$ cat src/rtl/store_buffer_pkg.sv
// Shared types for the CPU store path.
package store_buffer_pkg;

   typedef enum logic [1:0] {
      MEM_BYTE = 2'd0,
      MEM_HALF = 2'd1,
      MEM_WORD = 2'd2
   } mem_dt_e;

endpackage

$ cat src/rtl/store_buffer.sv
// Word-aligned store queue between the CPU data port and cpu_mem, with
// same-word merging into the youngest entry and per-byte load forwarding.
module store_buffer
   import store_buffer_pkg::*;
#(
   parameter int unsigned DEPTH    = 4,
   parameter bit          MERGE_EN = 1'b1,
   parameter int unsigned ADDR_W   = 32
) (
   input  logic                     clk,
   input  logic                     rst,
   input  logic                     st_valid,
   output logic                     st_ready,
   input  logic [ADDR_W-1:0]        st_addr,
   input  logic [31:0]              st_wd,
   input  mem_dt_e                  st_dt,
   output logic                     st_err,
   input  logic [ADDR_W-1:0]        ld_addr,
   output logic [3:0]               ld_fwd_be,
   output logic [31:0]              ld_fwd_data,
   output logic                     mem_we,
   output logic [ADDR_W-1:0]        mem_addr,
   output logic [31:0]              mem_wd,
   output logic [3:0]               mem_be,
   input  logic                     mem_ready,
   output logic [$clog2(DEPTH):0]   count,
   output logic                     empty
);

   localparam int unsigned PW   = $clog2(DEPTH);
   localparam int unsigned CW   = PW + 1;
   localparam int unsigned WA_W = ADDR_W - 2;

   logic [WA_W-1:0] e_waddr [DEPTH];
   logic [31:0]     e_data  [DEPTH];
   logic [3:0]      e_be    [DEPTH];

   logic [PW-1:0]   head_q;
   logic [PW-1:0]   tail_q;
   logic [CW-1:0]   count_q;
   logic            st_err_q;

   logic [1:0]      st_off;
   logic [3:0]      in_be;
   logic [31:0]     in_data;
   logic            misalign;
   logic [WA_W-1:0] in_waddr;
   logic [PW-1:0]   youngest;
   logic [31:0]     merged_data;
   logic            accept;
   logic            do_merge;
   logic            push;
   logic            pop;
   logic [PW-1:0]   fwd_idx;
   logic            unused_ld;

   // Position the right-aligned store data into its byte lanes.
   always_comb begin
      st_off   = st_addr[1:0];
      in_be    = 4'b0000;
      in_data  = 32'h0;
      misalign = 1'b0;
      case (st_dt)
         MEM_BYTE: begin
            in_be   = 4'b0001 << st_off;
            in_data = {24'h0, st_wd[7:0]} << {st_off, 3'b000};
         end
         MEM_HALF: begin
            if (st_off[0]) begin
               misalign = 1'b1;
            end else begin
               in_be   = 4'b0011 << st_off;
               in_data = {16'h0, st_wd[15:0]} << {st_off, 3'b000};
            end
         end
         MEM_WORD: begin
            if (st_off != 2'b00) begin
               misalign = 1'b1;
            end else begin
               in_be   = 4'b1111;
               in_data = st_wd;
            end
         end
         default: misalign = 1'b1;
      endcase
   end

   assign in_waddr = st_addr[ADDR_W-1:2];
   assign youngest = tail_q - PW'(1);
   assign accept   = st_valid && st_ready;
   assign pop      = mem_we && mem_ready;

   // With two or more entries the youngest can never be the head, so merging is safe under a pop.
   assign do_merge = MERGE_EN && accept && !misalign && (count_q >= CW'(2))
                     && (e_waddr[youngest] == in_waddr);
   assign push     = accept && !misalign && !do_merge;

   always_comb begin
      merged_data = e_data[youngest];
      for (int l = 0; l < 4; l++) begin
         if (in_be[l]) begin
            merged_data[8*l +: 8] = in_data[8*l +: 8];
         end
      end
   end

   always_ff @(posedge clk) begin
      if (rst) begin
         head_q   <= '0;
         tail_q   <= '0;
         count_q  <= '0;
         st_err_q <= 1'b0;
         for (int i = 0; i < DEPTH; i++) begin
            e_waddr[i] <= '0;
            e_data[i]  <= '0;
            e_be[i]    <= '0;
         end
      end else begin
         st_err_q <= accept && misalign;
         if (push) begin
            e_waddr[tail_q] <= in_waddr;
            e_data[tail_q]  <= in_data;
            e_be[tail_q]    <= in_be;
            tail_q          <= tail_q + PW'(1);
         end
         if (do_merge) begin
            e_data[youngest] <= merged_data;
            e_be[youngest]   <= e_be[youngest] | in_be;
         end
         if (pop) begin
            head_q <= head_q + PW'(1);
         end
         count_q <= count_q + CW'(push) - CW'(pop);
      end
   end

   // Walk oldest to youngest so the youngest matching entry wins each lane.
   always_comb begin
      ld_fwd_be   = 4'b0000;
      ld_fwd_data = 32'h0;
      fwd_idx     = '0;
      for (int k = 0; k < DEPTH; k++) begin
         fwd_idx = head_q + PW'(k);
         if ((CW'(k) < count_q) && (e_waddr[fwd_idx] == ld_addr[ADDR_W-1:2])) begin
            for (int l = 0; l < 4; l++) begin
               if (e_be[fwd_idx][l]) begin
                  ld_fwd_be[l]          = 1'b1;
                  ld_fwd_data[8*l +: 8] = e_data[fwd_idx][8*l +: 8];
               end
            end
         end
      end
   end

   assign unused_ld = ^ld_addr[1:0];

   assign count    = count_q;
   assign empty    = (count_q == '0);
   assign st_ready = (count_q != CW'(DEPTH));
   assign st_err   = st_err_q;
   assign mem_we   = (count_q != '0);
   assign mem_addr = {e_waddr[head_q], 2'b00};
   assign mem_wd   = e_data[head_q];
   assign mem_be   = e_be[head_q];

endmodule

$ cat config.mk
export PLATFORM = sky130hd
export DESIGN_NAME = store_buffer
export DESIGN_NICKNAME = d
export VERILOG_FILES = /design/src/rtl/store_buffer_pkg.sv /design/src/rtl/store_buffer.sv
export SDC_FILE = /design/constraint.sdc
export NUM_CORES = 1
export LEC_CHECK = 0
export BUFFER_PORTS_ARGS = -buffer_cell sky130_fd_sc_hd__buf_2
export CAP_MARGIN = 20
export CELL_PAD_IN_SITES_DETAIL_PLACEMENT = 1
export CELL_PAD_IN_SITES_GLOBAL_PLACEMENT = 1
export CORE_ASPECT_RATIO = 0.5
export CORE_UTILIZATION = 45
export CTS_BUF_LIST = sky130_fd_sc_hd__clkbuf_4 sky130_fd_sc_hd__clkbuf_8 sky130_fd_sc_hd__clkbuf_16
export CTS_CLUSTER_DIAMETER = 50
export DETAILED_ROUTE_END_ITERATION = 6
export GPL_ROUTABILITY_DRIVEN = 0
export PLACE_DENSITY = 0.75
export SLEW_MARGIN = 20
export SYNTH_ARGS = -nofsm -noshare
export SYNTH_HDL_FRONTEND = slang
export SYNTH_SLANG_ARGS = --single-unit
$ cat constraint.sdc
create_clock -name clk -period 11.9 [get_ports clk]
set_clock_uncertainty 0.05 [all_clocks]
set_input_delay 0 -clock clk [delete_from_list [all_inputs] [get_ports clk]]
set_output_delay 0 -clock clk [all_outputs]
set_load 0.005 [all_outputs]
; Yosys cells after proc, flatten, opt, wreduce, memory -nomap -nowiden
; Memories as Yosys holds them, arrays and structs flattened. A register that Yosys moved wholly into a read port is not among the register bits.
; Index checks and enable logic that the tools add are counted.
[op_classes]
n_addsub = 7
order_cmp = 5
n_eq_ne = 12
n_shift = 4
mux = 82
n_bitwise = 1
n_reduce_logical = 26
[op_table]
columns = operator, n
row1 = $mux 32, 8
row2 = $mux 8, 20
row3 = $eq 30x30->1, 5
row4 = $pmux 32 s3, 1
row5 = $reduce_or 32->1, 2
row6 = $mux 4, 9
row7 = $shl 16x5->32, 1
row8 = $shl 8x5->32, 1
row9 = $mux 1, 30
row10 = $mux 30, 1
row11 = $reduce_or 30->1, 1
row12 = $mux 2, 11
row13 = $pmux 4 s3, 1
row14 = $logic_and 1x1->1, 11
row15 = $reduce_and 2->1, 4
row16 = $reduce_or 4->1, 2
row17 = $lt 1x3->1 const A, 2
row18 = $lt 2x3->1 const A, 2
row19 = $add 2x1->2 const B, 2
row20 = $add 2x2->2 const B, 2
row21 = $ne 1x1->1 const B, 4
row22 = $or 4x4->4, 1
row23 = $shl 1x2->4 const A, 1
row24 = $shl 2x2->4 const A, 1
row25 = other kinds (13), 14
[word_totals]
ff_bits = 8
mem_bits_rw = 264
word_cells = 144
n_memories = 3
[mem_list]
columns = name, depth, word_bits, read_ports, rd_clocked_by_memory_dff, wr, line
row1 = e_data, 4, 32, 4, 1, 4, store_buffer.sv:35  ; logic [31:0] e_data [DEPTH];
row2 = e_waddr, 4, 30, 5, 1, 4, store_buffer.sv:34  ; logic [WA_W-1:0] e_waddr [DEPTH];
row3 = e_be, 4, 4, 5, 1, 4, store_buffer.sv:36  ; logic [3:0] e_be [DEPTH];

; Logic depth before layout (Yosys ltp)
; Gate-level depths: netlist of run 1.
[depth]
ltp_word = 15
ltp_mapped = 15
ltp_nobuf = 14

; Least setup slack after synthesis of run 1
; OpenSTA, ideal clock, no wires.
[synth_path]
path_type = register to register
startpoint = reg tail_q[1]
endpoint = mem e_waddr[2][0] (netlist bit), enable pin
setup_ps = 424
t_arrival_ps = 3790
t_required_ps = 11426
setup_slack_ps = 7636
stages_incl_launch_ff = 10
path_buffers = 3
period_less_slack_ps = 4264
cell_sequence = dfxtp_1 -> buf_2 -> buf_2 -> mux4_2 -> xnor2_1 -> and4b_1 -> nand4_1 -> clkbuf_1 -> nand2_1 -> o21bai_1
[synth_lines]
columns = item, line
row1 = from (decl), store_buffer.sv:39  ; logic [PW-1:0] tail_q;
row2 = from (signal assigned), store_buffer.sv:124  ; tail_q <= tail_q + PW'(1);
row3 = to (decl), store_buffer.sv:34

==> results of run 1 <==
-- placed cells by master (no fill, tap or decap), drive strengths merged, types with 63 or more instances in the layout --
| cell | instances |
|---|---|
| edfxtp | 264 |
| and3 | 63 |
| and2 | 66 |
| nand2 | 104 |
| mux4 | 167 |
| xnor2 | 111 |
| nor2 | 177 |
| mux2i | 135 |
| buf | 238 |
-- per-layer routing --
layer,track usage,vias to the layer above
met1,0.4114,9518
met4,0.1447,4
li1,-,7807
met3,0.05652,243
met2,0.5392,922
met5,0,-
-- area by class of cell --
type,instances,area [µm²]
Clock buffer,38,898.4
Fill cell,5007,22500
Multi-Input combinational cell,1426,12680
Sequential cell,274,8145
Timing Repair Buffer,281,1729
Tap cell,638,798.3
Clock inverter,23,271.5
Inverter,56,210.2
-- cells by family (layout without fill, tap and decap cells) --
family	Yosys count	in the layout	share of synthesized area
multiplexers	350	350	0.2600
AO/OA/AOI/OAI	342	342	0.1230
AND/OR/NAND/NOR	583	583	0.1350
XOR/XNOR	144	144	0.05801
buffers and inverters	237	398	0.04668
flip-flops	274	274	0.3739
adder cells (fa/ha/maj)	5	5	0.003223
other	1	2	0.0001725
-- cell usage after synthesis (5+ instances only) --
master,n,area (µm²)
o22ai_1,10,62.56
xnor2_1,111,972.2
nand3_1,47,235.2
a22oi_1,13,97.59
and2_1,66,412.9
o21ai_1,7,35.03
and3_1,63,394.1
nor2b_1,6,37.54
a22o_1,41,359.1
xor2_1,33,289.0
dfxtp_1,10,200.2
a31oi_1,5,31.28
nor3b_1,5,37.54
a2bb2oi_1,33,289.0
nor4_1,12,75.07
inv_1,53,198.9
nand2_1,100,375.4
a211o_1,31,271.5
nand4_1,19,118.9
a222oi_1,9,90.09
a221oi_1,8,70.07
o21bai_1,5,37.54
mux4_2,167,3761
mux2_2,48,540.5
o21ai_0,14,70.07
o31a_1,6,52.55
or2_2,6,37.54
edfxtp_1,264,7928
buf_4,15,112.6
buf_1,20,75.07
clkbuf_1,106,397.9
o2111ai_1,38,332.8
buf_2,37,185.2
a21oi_1,59,295.3
or3_1,11,68.82
nand2b_1,30,187.7
nor3_1,20,100.1
a32oi_1,31,271.5
nor2_1,177,664.4
mux2i_1,135,1351
-- sequential cells by signal (all words and copies together) (netlist names), named ones only --
name     cells
e_be        16
e_data     128
e_waddr    120
count        3
head_q       2
tail_q       2
st_err       1
-- stage by stage --
stage            util  setup slack (ns)  hold WS, ns
2_1_floorplan       -             7.636       0.1482
3_3_place_gp   0.4890             6.279       0.2921
3_5_place_dp   0.4890             6.228       0.2927
4_1_cts        0.5229             5.694     0.004423
5_1_grt        0.5237             5.403      0.05738
6_report       0.5237             5.689      0.02885
-- final timing paths --
check,end,slack (ns),start,cells after the start
max reg2reg,e_data[1][6]$_SDFFCE_PN0P_,6.14,tail_q[1]$_SDFFE_PP0N_,9
max,ld_fwd_data[4],5.69,flip-flop,10
min,e_data[3][17]$_DFFE_PP_,0.03,st_wd[17],4
min reg2reg,count[0]$_SDFF_PP0_,0.66,count[0]$_SDFF_PP0_,2
-- worst max-delay path: stages (launching register included) --
cell	delay [ns]
dfxtp_4	0.91
buf_4	0.66
clkinv_1	0.79
a221oi_1	0.63
a21oi_1	0.08
nor4_1	0.63
nand2_2	0.74
a211o_1	0.47
a22o_1	0.18
a2bb2oi_1	0.29
buf_2	0.19
-- power groups by stage --
stage	Clock [mW]	Combinational [mW]	Sequential, mW
finish	1.11	1.69	1.27
global route	1.15	1.78	1.28
CTS	1.12	1.67	1.27
detailed placement	0	1.64	1.29
global placement	0	1.61	1.28
floorplan	0	1.25	1.18
==> impl_metrics.tcl, run 1 <==
set metrics [dict create \
    async_flop_share 0 \
    htree_levels 2 \
    m1WireLength_um 31560 \
    ys_types 73 \
    numCtsBuffers 34 \
    max_freq_mhz 161.0 \
    tightestPinTransition_ns 1.217 \
    pwr-share-clk 0.273 \
    period_minus_slack_ns 6.211 \
    switching_power_mw 1.535 \
    required_ns 11.85 \
    die_h_um 157.4 \
    p_int_mw 2.537 \
    drv_cap 0 \
    maxUsedRoutingLayer "met5" \
    rsz0062_at_grt "false" \
    powerDensity_mw_per_mm2 164.7 \
    final_max_slew_viol_count 0 \
    seq_area_frac_synth 0.3739 \
    antenna_left 0 \
    leakagePower_nw 9.037 \
    clk_path_buf_depth 3 \
    path_clk_slew_ns 0.06 \
    netlist_area_mm2 0.02174 \
    clock-sinks 274 \
    wl_met2_um 38650 \
    power_frac_comb 0.415 \
    grt_overflow 0 \
    max_slew_margin 0.1849 \
    grt_pass1_wl_um 119300 \
    drt_first_iter_violations 2027 \
    rows 56 \
    worstSetupPathType "reg2out" \
    power.total_mw 4.072 \
    antenna_found_initial 2 \
    syn_to_final_growth_pct 13.76 \
    cp_data_arrival_time_ns 6.16 \
    final-hold-violation-count 0 \
    cp-end-kind "primary output" \
    dr_wl_met3_um 6707 \
    ys_dominant_reg_cell "edfxtp_1" \
    clk_latency_ns 0.55 \
    drive_gt1_frac 0.2626 \
    core_area_mm2 0.04723 \
    yosys_warnings 0 \
    fin_crit_sh 0.5219 \
    post-place-cells 2631 \
    cts_tree "yes" \
    io_buffers 208 \
    p_sw_frac 0.3771 \
    wl_per_cell_um 29.53 \
    initial_utilization 0.4603 \
    drt-vias-per-instance 6.760 \
    min_path_type "in2reg" \
    track_usage 0.3221 \
    dieArea_mm2 0.04925 \
    die_w_um 312.8 \
    dpl_cell_area_mm2 0.02309 \
    ys_ff_latch 274 \
    setup_violations 0 \
    finalInstanceArea_mm2 0.02473 \
    grt_pass1_vias 18610 \
    nets 2180 \
    synth-edff-count 264 \
    insertedDiodeCount 0 \
    drtPass1Iterations 6 \
    status "finished clean" \
    crit_fanout 37 \
    ctsRootBufferMaster "clkbuf_16" \
    synthesis.instances 1936 \
    drc 0 \
    routed_wl_um 80780 \
    ir_drop_v 0.0001687 \
    power_frac_seq 0.312 \
    postCtsSetupBuffers 0 \
    ctsResizeCount 0 \
    grt_max_degree 115 \
    io_pins 213 \
    hold_buffers 43 \
    syn_avg_cell_area_um2 11.23 \
    vias 18490 \
    final_cells 2736 \
    dpl.hpwl_um 54060 \
    crit_path_start_kind "flip-flop" \
    setup_tns_ns 0 \
]
Note: power is estimated with default switching activity, not from simulation.
==> run 2, diff against run 1 <==
==> constraint.sdc (replaced) <==
create_clock -name clk -period 5.8 [get_ports clk]
set_clock_uncertainty 0.05 [all_clocks]
set_input_delay 0 -clock clk [delete_from_list [all_inputs] [get_ports clk]]
set_output_delay 0 -clock clk [all_outputs]
set_load 0.005 [all_outputs]
==> impl_metrics.tcl, run 2 (synthesized netlist as in run 1, its figures left out) <==
set metrics [dict create \
    status "finished clean" \
    most-common-layout-cells "edfxtp_1, buf_2, nor2_1" \
    leakagePower_nw 9.078 \
    min_path_type "in2reg" \
    clock-sinks 274 \
    holdPathStages 4 \
    final-hold-violation-count 0 \
    nets 2199 \
    fin_crit_sh 0.9058 \
    final_common_cell "edfxtp_1" \
    vias 18700 \
    clk_latency_ns 0.59 \
    htree_levels 1 \
    antenna_found_initial 3 \
    initial_utilization 0.4603 \
    r2r-start "tail_q[1]$_SDFFE_PP0N_" \
    path_clk_slew_ns 0.07 \
    nFillCells 5096 \
    rr_endpoint "e_data[1][15]$_SDFFCE_PN0P_" \
    drive_gt1_frac 0.2673 \
    reg2reg_slack_ns 1.00 \
    crit_path_start_kind "flip-flop" \
    routed_wl_um 80980 \
    core_area_mm2 0.04723 \
    dpl.hpwl_um 56120 \
    period_minus_slack_ns 5.254 \
    grt_pass1_vias 18640 \
    grt_overflow 0 \
    tightestPinTransition_ns 1.141 \
    cts_tree "yes" \
    ir_drop_v 0.0002473 \
    numCtsBuffers 30 \
    die_w_um 312.8 \
    drtPass1Iterations 6 \
    reg2reg_depth 9 \
    track_usage 0.3232 \
    hold_start "st_wd[18]" \
    drv_cap 0 \
    required_ns 5.75 \
    setup_tns_ns 0 \
    drt_first_iter_violations 2023 \
    io_buffers 208 \
    grt_pass1_wl_um 120500 \
    wl_per_cell_um 29.40 \
    syn_to_final_growth_pct 14.00 \
    grt_max_degree 70 \
    power.total_mw 8.137 \
    drt-vias-per-instance 6.786 \
    dieArea_mm2 0.04925 \
    rsz0062_at_grt "false" \
    regMostFlops "e_data" \
    largest_reg_flops 128 \
    worstHoldEndpoint "e_data[3][18]$_DFFE_PP_" \
    setup_violations 0 \
    max_slew_margin 0.2361 \
    io_pins 213 \
    powerDensity_mw_per_mm2 328.3 \
    clk_path_buf_depth 3 \
    cp-end-kind "primary output" \
    ctsRootBufferMaster "clkbuf_16" \
    rows 56 \
    final_max_slew_viol_count 0 \
    crit_fanout 37 \
    top_regs "e_data: 128 flops, e_waddr: 120 flops, e_be: 16 flops" \
    drc 0 \
    max_freq_mhz 190.3 \
    worstSetupPathType "reg2out" \
    die_h_um 157.4 \
    antenna_left 0 \
    cp_data_arrival_time_ns 5.20 \
]
-- run 2: worst max-delay path, stage by stage, from the launching register on --
cell,delay [ns]
dfxtp_4,0.81
buf_4,0.40
mux2i_1,0.34
xor2_1,0.49
nand4_1,0.26
a2111oi_4,0.46
buf_4,0.55
nand3_1,0.67
o2111ai_1,0.43
buf_2,0.16
-- run 2: worst max path at each step --
| stage | start | to | slack [ns] |
|---|---|---|---|
| 3_3_place_gp | tail_q[1]$_SDFFE_PP0N_ | e_data[1][15]$_SDFFCE_PN0P_ | 1.19 |
| 6_report | flip-flop | ld_fwd_be[3] | 0.55 |
| 5_1_grt | flip-flop | ld_fwd_be[3] | 0.42 |
| 4_1_cts | flip-flop | ld_fwd_be[3] | 0.75 |
| 3_5_place_dp | tail_q[1]$_SDFFE_PP0N_ | e_data[1][15]$_SDFFCE_PN0P_ | 1.13 |
| 2_1_floorplan | tail_q[1]$_SDFFE_PP0N_ | e_waddr[2][0]$_SDFFCE_PN0P_ | 1.54 |
-- run 2: what timing repair did --
item | in CTS | in global routing
setup buffers | 0 | 0
gates resized for setup | 0 | 0
hold endpoints to repair | 164 | 0
hold buffers | 45 | 0
-- run 2: metrics by stage --
stage               instance area (µm²)  instances  hold WS, ns  worst slack [ns]  utilization
global route                      24780       2755      0.03168            0.4194       0.5248
detailed placement                23280       2653       0.2922             1.129       0.4930
global placement                  23280       2653       0.2930             1.194       0.4930
CTS                               24780       2752     0.003852            0.7501       0.5246
floorplan                         21740       1937       0.1482             1.536            -
finish                            24780       2755      0.03003            0.5463       0.5248
-- run 2: area by class of cell --
cell class | count | area [µm²] | share of cell area
diodes | 3 | 7.507 | 0.0003029
well taps | 638 | 798.3 | 0.03221
clock buffers | 38 | 859.6 | 0.03468
multi-input cells | 1426 | 12670 | 0.5111
clock inverters | 16 | 182.7 | 0.007371
flip-flops and latches | 274 | 8145 | 0.3287
repair buffers | 304 | 1912 | 0.07714
inverters | 56 | 210.2 | 0.008482
-- run 2: per-layer routing --
layer	GRT usage	routed length, µm	vias to the layer above
met5	0	0	-
met4	0.1468	3923	0
met3	0.05270	6673	222
met2	0.5315	38440	1030
met1	0.4227	31940	9588
li1	-	-	7856
-- run 2: power by group --
| part | switching, mW | internal, mW |
|---|---|---|
| registers | 0.284 | 2.31 |
| clock network | 0.876 | 1.19 |
| logic | 1.92 | 1.55 |
